## src/rtl/cla_seq_pkg.sv

```systemverilog
// ---------------------------------------------------------------------------
// cla_seq_pkg : shared types and constants for the byte-serial CLA sequencer
// Revision 1.0
// ---------------------------------------------------------------------------
`default_nettype none

package cla_seq_pkg;

  localparam int BYTE_W = 8;

  localparam logic OP_ADD = 1'b0;
  localparam logic OP_SUB = 1'b1;

  typedef enum logic [1:0] {
    IDLE = 2'd0,
    RUN  = 2'd1,
    DONE = 2'd2
  } state_t;

  // Signed overflow: operands agree in sign but the sum does not.
  function automatic logic add_overflow(input logic a_msb, input logic b_msb, input logic s_msb);
    return (a_msb == b_msb) && (s_msb != a_msb);
  endfunction

endpackage

`default_nettype wire

```

## src/rtl/cla8.sv

```systemverilog
// ---------------------------------------------------------------------------
// cla8 : purely combinational 8-bit carry-lookahead adder
// Revision 1.0
// ---------------------------------------------------------------------------
`default_nettype none

module cla8
  import cla_seq_pkg::*;
(
  input  logic [BYTE_W-1:0] dataA,
  input  logic [BYTE_W-1:0] dataB,
  input  logic              carryIn,
  output logic [BYTE_W-1:0] dataOut,
  output logic              carryOut
);

  logic [BYTE_W-1:0] gen;
  logic [BYTE_W-1:0] prop;
  logic [BYTE_W:0]   carry;
  logic              acc;
  logic              chain;

  // Each carry is the flat OR of generate terms gated by the propagate run above them.
  always_comb begin
    gen   = dataA & dataB;
    prop  = dataA ^ dataB;
    carry = '0;
    acc   = 1'b0;
    chain = 1'b1;
    for (int i = 0; i <= BYTE_W; i++) begin
      acc   = 1'b0;
      chain = 1'b1;
      for (int j = i - 1; j >= 0; j--) begin
        acc   = acc | (chain & gen[j]);
        chain = chain & prop[j];
      end
      carry[i] = acc | (chain & carryIn);
    end
    dataOut  = prop ^ carry[BYTE_W-1:0];
    carryOut = carry[BYTE_W];
  end

endmodule

`default_nettype wire

```

## src/rtl/cla_word_sequencer.sv

```systemverilog
// ---------------------------------------------------------------------------
// cla_word_sequencer : word add/sub built by running one cla8 over the bytes
// Revision 1.0
// ---------------------------------------------------------------------------
`default_nettype none

module cla_word_sequencer
  import cla_seq_pkg::*;
#(
  parameter int NBYTES = 4
) (
  input  logic                  clk,
  input  logic                  rst,
  input  logic                  inValid,
  output logic                  inReady,
  input  logic [8*NBYTES-1:0]   dataA,
  input  logic [8*NBYTES-1:0]   dataB,
  input  logic                  opSub,
  input  logic                  carryIn,
  output logic                  outValid,
  input  logic                  outReady,
  output logic [8*NBYTES-1:0]   dataOut,
  output logic                  carryOut,
  output logic                  overflow,
  output logic                  zero
);

  localparam int WORD_W = BYTE_W * NBYTES;
  localparam int IDX_W  = (NBYTES > 1) ? $clog2(NBYTES) : 1;

  state_t            state;
  state_t            state_next;
  logic [IDX_W-1:0]  idx;
  logic [WORD_W-1:0] op_a;
  logic [WORD_W-1:0] op_b;
  logic              carry;
  logic [BYTE_W-1:0] byte_a;
  logic [BYTE_W-1:0] byte_b;
  logic [BYTE_W-1:0] byte_sum;
  logic              byte_cout;
  logic [WORD_W-1:0] result_next;
  logic              last_byte;
  logic              accept;
  int                base;

  always_comb begin
    base        = BYTE_W * int'(idx);
    byte_a      = op_a[base +: BYTE_W];
    byte_b      = op_b[base +: BYTE_W];
    result_next = dataOut;
    result_next[base +: BYTE_W] = byte_sum;
  end

  assign last_byte = (idx == IDX_W'(NBYTES - 1));
  assign accept    = (state == IDLE) && inValid;

  cla8 u_cla8 (
    .dataA   (byte_a),
    .dataB   (byte_b),
    .carryIn (carry),
    .dataOut (byte_sum),
    .carryOut(byte_cout)
  );

  always_ff @(posedge clk or posedge rst) begin
    if (rst) state <= IDLE;
    else     state <= state_next;
  end

  always_comb begin
    state_next = state;
    case (state)
      IDLE:    if (inValid)   state_next = RUN;
      RUN:     if (last_byte) state_next = DONE;
      DONE:    if (outReady)  state_next = IDLE;
      default:                state_next = IDLE;
    endcase
  end

  assign inReady  = (state == IDLE);
  assign outValid = (state == DONE);

  // Subtraction is A + ~B + 1, so B is inverted once at accept time.
  always_ff @(posedge clk or posedge rst) begin
    if (rst) begin
      idx      <= '0;
      op_a     <= '0;
      op_b     <= '0;
      carry    <= 1'b0;
      dataOut  <= '0;
      carryOut <= 1'b0;
      overflow <= 1'b0;
      zero     <= 1'b0;
    end else if (accept) begin
      idx   <= '0;
      op_a  <= dataA;
      op_b  <= (opSub == OP_SUB) ? ~dataB : dataB;
      carry <= (opSub == OP_SUB) ? 1'b1 : carryIn;
    end else if (state == RUN) begin
      dataOut <= result_next;
      carry   <= byte_cout;
      if (last_byte) begin
        carryOut <= byte_cout;
        overflow <= add_overflow(op_a[WORD_W-1], op_b[WORD_W-1], byte_sum[BYTE_W-1]);
        zero     <= (result_next == '0);
      end else begin
        idx <= idx + 1'b1;
      end
    end
  end

endmodule

`default_nettype wire

```

## config.mk

```make
export PLATFORM = sky130hd
export DESIGN_NAME = cla_word_sequencer
export DESIGN_NICKNAME = d
export VERILOG_FILES = /design/src/rtl/cla_seq_pkg.sv /design/src/rtl/cla8.sv /design/src/rtl/cla_word_sequencer.sv
export SDC_FILE = /design/constraint.sdc
export NUM_CORES = 1
export LEC_CHECK = 0
export ABC_AREA = 1
export CORE_UTILIZATION = 35
export DETAILED_ROUTE_END_ITERATION = 16
export GPL_TIMING_DRIVEN = 0
export PLACE_DENSITY = 0.68
export RECOVER_POWER = 25
export REMOVE_ABC_BUFFERS = 1
export SLEW_MARGIN = 20
export SYNTH_ARGS = -nofsm -noshare
export SYNTH_HDL_FRONTEND = slang
export SYNTH_SLANG_ARGS = --single-unit
```

## constraint.sdc

```tcl
create_clock -name clk -period 3.9 [get_ports clk]
set_input_delay 0.78 -clock clk [delete_from_list [all_inputs] [get_ports clk]]
set_output_delay 0.78 -clock clk [all_outputs]
set_load 0.01 [all_outputs]
```

* Word level (Yosys, flattened, before mapping)
Index checks and enable logic that the tools add are counted.
Widths: inputs -> output; s select.
** Storage, ports and cells
- Flip-flop bits (word level) :: 104
- Output and inout port bits :: 37
- Logic and storage cells :: 150
** Cells by class
- Add/subtract/negate cells :: 2
- Eq/ne operators :: 9
- Shifts and indexed selects :: 4
- Muxes and demuxes :: 12
- Bitwise operators :: 105
- Reduce and logical (&&, ||, !) cells :: 9
** Operators with widths (count)
- $and 1x1->1 :: 64
- $shiftx 32x6->8 :: 2
- $or 1x1->1 :: 36
- $neg 5->33 :: 1
- $shift 8x33->32 const A :: 1
- $shiftx 8x33->32 :: 1
- $bwmux 32 :: 1
- $logic_not 32->1 :: 1
- $mux 32 :: 1
- $not 32->32 :: 1
- $xor 8x8->8 :: 2
- $mux 2 :: 6
- $and 8x8->8 :: 1
- $pmux 2 s3 :: 1
- $reduce_and 3->1 :: 2
- $eq 2x2->1 const B :: 2
- $ne 2x1->1 const B :: 2
- $ne 2x2->1 const B :: 2
- $reduce_and 2->1 :: 2
- $mux 1 :: 3
- $add 2x1->2 const B :: 1
- $eq 2x1->1 const B :: 1
- $logic_and 1x1->1 :: 2
- $logic_not 2->1 :: 1
- other kinds (4) :: 4

* Longest topological paths before layout
- Depth in word-level cells :: 14
- Gate-level depth with buffers :: 21

* By module
A second synthesis with hierarchy kept.
** Unflattened totals
- Cell total of the unflattened synthesis :: 774
- Area total of the unflattened synthesis :: 5800.6 um^2
** Modules (own cells, without submodules)
- cla_word_sequencer :: times used 1, cells an instance 702, area an instance 5376.4 um^2
- cla8 :: times used 1, cells an instance 72, area an instance 424.2 um^2

* Least setup slack after synthesis
No wires, ideal clock.
- Kind :: register to register
- From :: reg idx[0]
- To :: reg zero
- Library setup time :: 65 ps
- Arrival time :: 2633 ps
- Required time :: 3835 ps
- Setup slack :: 1203 ps
- Stages on the path, launching flop included :: 18
- Path buffers :: 2
- Cell sequence :: dfrtp_1 -> inv_2 -> buf_2 -> clkbuf_1 -> nor2_1 -> o22ai_1 -> ha_1 -> nand2_2 -> nor2_1 -> o21ai_0 -> nand3_1 -> nand3_1 -> o21ai_2 -> nor2_2 -> nand3_1 -> nor2_1 -> nand3_1 -> nand2_1
** On the way
- Word-level cells in the longest chain between the ends :: 14
- Elaborated cells between the ends (all ways) :: 89
- Those cells by class :: 1 x add/sub; 1 x eq/ne; 4 x shift; 1 x mux; 80 x bitwise; 2 x reduce/logical
** RTL lines
- start: declaration :: line cla_word_sequencer.sv:33 : logic [IDX_W-1:0] idx;
- start signal: assignment :: line cla_word_sequencer.sv:107 : idx <= idx + 1'b1;
- $shiftx 32x6->8 (on tied branches) :: line cla_word_sequencer.sv:48, cla_word_sequencer.sv:49
- $xor 8x8->8 / $and 8x8->8 (equally long branches) :: line cla8.sv:26, cla8.sv:25
- $and 1x1->1 (on tied branches) :: line cla8.sv:34, cla8.sv:35
- $or 1x1->1, or another cell as far along (5 in series) :: line cla8.sv:34 : acc = acc | (chain & gen[j]);
- $or 1x1->1 / $and 1x1->1 (equally long branches) :: line cla8.sv:34, cla8.sv:37
- $or 1x1->1 :: line cla8.sv:37 : carry[i] = acc | (chain & carryIn);
- $xor 8x8->8 :: line cla8.sv:39 : dataOut = prop ^ carry[BYTE_W-1:0];
- $shiftx 8x33->32 :: line cla_word_sequencer.sv:51 : result_next[base +: BYTE_W] = byte_sum;
- $bwmux 32 :: line cla_word_sequencer.sv:51
- $logic_not 32->1 :: line cla_word_sequencer.sv:105 : zero <= (result_next == '0);
- end signal: assignment :: line cla_word_sequencer.sv:105
- end: declaration :: line cla_word_sequencer.sv:25 : output logic zero
Parallel ways exist; a longest one is shown, timed or not.
A chain may end at the register's enable or synchronous reset.

* Worst setup path in the final report
Same ends and word-level chain as after synthesis.

==> impl_metrics.toml <==
[status]
status = "finished, violations left"
violations = "capacitance limit, slew limit"

[synthesis]
yosys.area_share.simple_pct = 26.2
syn_avg_cell_area_um2 = 7.81
syn_area_um2 = 5690
synthAdderAreaFrac_pct = 3.65
async_flop_share_pct = 100
yosysUniqueCellTypes = 37
synth-seq-area-share_pct = 45.8
synth_warnings = 0
synth_xor_area_share_pct = 5.08
yosys-mux-area-fraction_pct = 0
synth_compound_area_share_pct = 13.8
synthCells = 728
synth_top_flop_cell = "dfrtp_1"
synth-seq-cells = 104
synth_top_family_by_area = "simple AND/OR/NAND/NOR gates"
synth_edf_count = 0

[placement]
place.gp.congestion = 0.847
io_buffers = 106
dp_hpwl_um = 10000
place_area_um2 = 6960

[run]
max_cap_violations = 1

[global_routing]
first_global_vias = 4641
grt_use_total_pct = 18.3
use_met2_pct = 29.6
grt_pass1_wl_um = 23600
grt_overflow = 0
grt_max_degree = 64
busiest_layer = "met2"
grt_use_met1_pct = 24.7
antenna_found_initial = 0
grtUsageMet3_pct = 3.96

[floorplanning]
ioPinCount = 107
die-area_um2 = 16800
core_area_um2 = 15900
die_w_um = 129
fp.dieH_um = 129
rows = 46
start_util_pct = 35.8

[detailed_routing]
detail_route.iter0.violations = 259
viasPerCell = 4.84
drc_errors = 0
via_count = 5008
wirelength_um = 14200
wl_per_cell_um = 13.7
dr.pass1.iters = 5
postRouteAntennaNets = 0

[cts]
cts.sink_count = 104
clk_latency_ns = 0.35
cts_buffers = 9
cts_tree = "yes"
clkTransAtPathRegs_ns = 0.07
root_buffer = "clkbuf_16"
clockBufferDepth = 2
h-tree-depth = 3

[critical_path]
ff2ff_setup_slack_ns = 0.49
crit_arrival_ns = 3.70
cp_max_fo = 43
ff2ff_path_depth = 15
worstSetupStartpointType = "register"
path_class = "register to register"
worstReg2RegStart = "idx[0]$_DFFE_PP0P_"
critPathLaunch = "idx[0]$_DFFE_PP0P_"
cp.required_ns = 4.19
endpoint_kind = "register"

[sta]
tightest_slew_ns = 2.19
fin_skew_ns = 0.00709
fmax_ghz = 0.293
drv_slew = 50
rsz0062_at_grt = "false"
period_share_pct = 87.4
finalHoldViolations = 0
setup_viol = 0
relSlewSlack_pct = -46.7
period_minus_slack_ns = 3.41

[layout]
drive_gt1_share_pct = 6.97
fin_area_um2 = 7230
area_growth_pct = 27.1
fillerInstances = 1642
multi_input_area_um2 = 2770
utilization_pct = 45.5
final-seq-area_um2 = 2610
layout_commonest_cell = "nand2_1"
insertedDiodeCount = 0
nNetsFinal = 899
final_cell_mix = "217 x nand2_1, 103 x clkdlybuf4s50_1, 102 x dfrtp_1, 97 x o21ai_0, 69 x nor2_1"

[pwr]
ir_drop_v = 0.000388
leakagePower_nw = 3.24
power_density_nw_per_um2 = 917

[hold_path]
whs_path_depth = 2
worstHoldStart = "op_a[8]$_DFFE_PP0P_"
hold_path.class = "register to register"
==> synth_stat cells, types with 2 or more instances <==
library cell	n	share of area (%)
o22ai_1	20	2.2
a31oi_1	9	0.99
nor2_1	69	4.6
nand4_1	9	0.99
ha_1	15	3.3
buf_2	6	0.53
a21oi_1	8	0.70
o21ai_0	97	8.5
inv_2	5	0.33
o21a_1	2	0.26
dfrtp_1	104	46
nor2_2	9	0.99
xnor2_1	32	4.9
nand3_1	27	2.4
buf_1	2	0.13
nand2_2	9	0.99
inv_1	39	2.6
nand3_2	4	0.70
nand2_1	217	14
a22oi_1	2	0.26
clkbuf_1	27	1.8
==> path summary, 6_finish.rpt <==
path,end
max,zero$_DFFE_PP0P_
min in group asynchronous,op_a[26]$_DFFE_PP0P_
max in group asynchronous,op_b[23]$_DFFE_PP0P_
max reg2reg,zero$_DFFE_PP0P_
min reg2reg,op_a[8]$_DFFE_PP0P_
min,op_a[8]$_DFFE_PP0P_
==> layout make-up <==
type                       instances  share of cell area, %
clock inverter                     2                  0.173
timing repair buffer             109                   15.4
tap                              216                   3.74
timing repair inverter             1                  0.104
multi-input combinational        544                   38.4
clock buffer                      14                   3.79
inverter                          44                   2.39
sequential                       104                   36.1
==> flip-flops by register name, summed over array words and instances (netlist names) <==
| signal | flops |
|---|---|
| op_a | 32 |
| state | 2 |
| idx | 2 |
| zero | 1 |
| carryOut | 1 |
| dataOut | 32 |
| carry | 1 |
| op_b | 32 |
| overflow | 1 |
==> kinds of logic after synthesis <==
family,count (synthesis)
AND/OR/NAND/NOR,351
AO/OA/AOI/OAI,144
flip-flops,104
adder cells (fa/ha/maj),16
XOR/XNOR,33
buffers and inverters,80
==> metal layers <==
| layer | part of all wire, % | vias up |
|---|---|---|
| met4 | 1.4 | 0 |
| met5 | 0 | - |
| met1 | 48 | 2320 |
| met2 | 46 | 130 |
| met3 | 4.6 | 16 |
| li1 | - | 2542 |
==> critical path: stages, from the launching register on <==
cell and delay [ns]:
dfrtp_4 0.68, inv_4 0.42, o21ai_0 0.14, o22ai_1 0.27, ha_1 0.36, nand2_2 0.12, nor2_1 0.07, o21ai_0 0.26
nand3_1 0.21, nand3_1 0.17, o21ai_2 0.08, nor2_2 0.14, nand3_1 0.09, nor2_1 0.10, nand3_1 0.12, nand2_1 0.08
==> timing repair <==
action | 4_1_cts | 5_1_grt
endpoints found under the hold margin | 0 | 0
buffers inserted | 0 | 0
resized for setup | 0 | 6
hold buffers | 0 | 0
setup endpoints to repair | 0 | 4
==> through the flow <==
stage	power (mW)	hold WS, ns	cells	TNS [ns]	setup slack (ns)
final	6.63	0.473	1034	0	0.491
after global routing	7.30	0.491	1034	0	0.172
after CTS	6.66	0.477	1033	0	0.0536
after detailed placement	5.76	0.460	1017	0	0.0955
after global placement	5.68	0.458	1014	-178.41	-1.58
after floorplan	4.52	0.444	692	0	0.388
==> where the power goes <==
group	switching (mW)	internal [mW]
clock	0.388	0.485
sequential	0.394	1.56
combinational	2.37	1.43
total	3.16	3.48
Note: power is estimated with default switching activity, not from simulation.
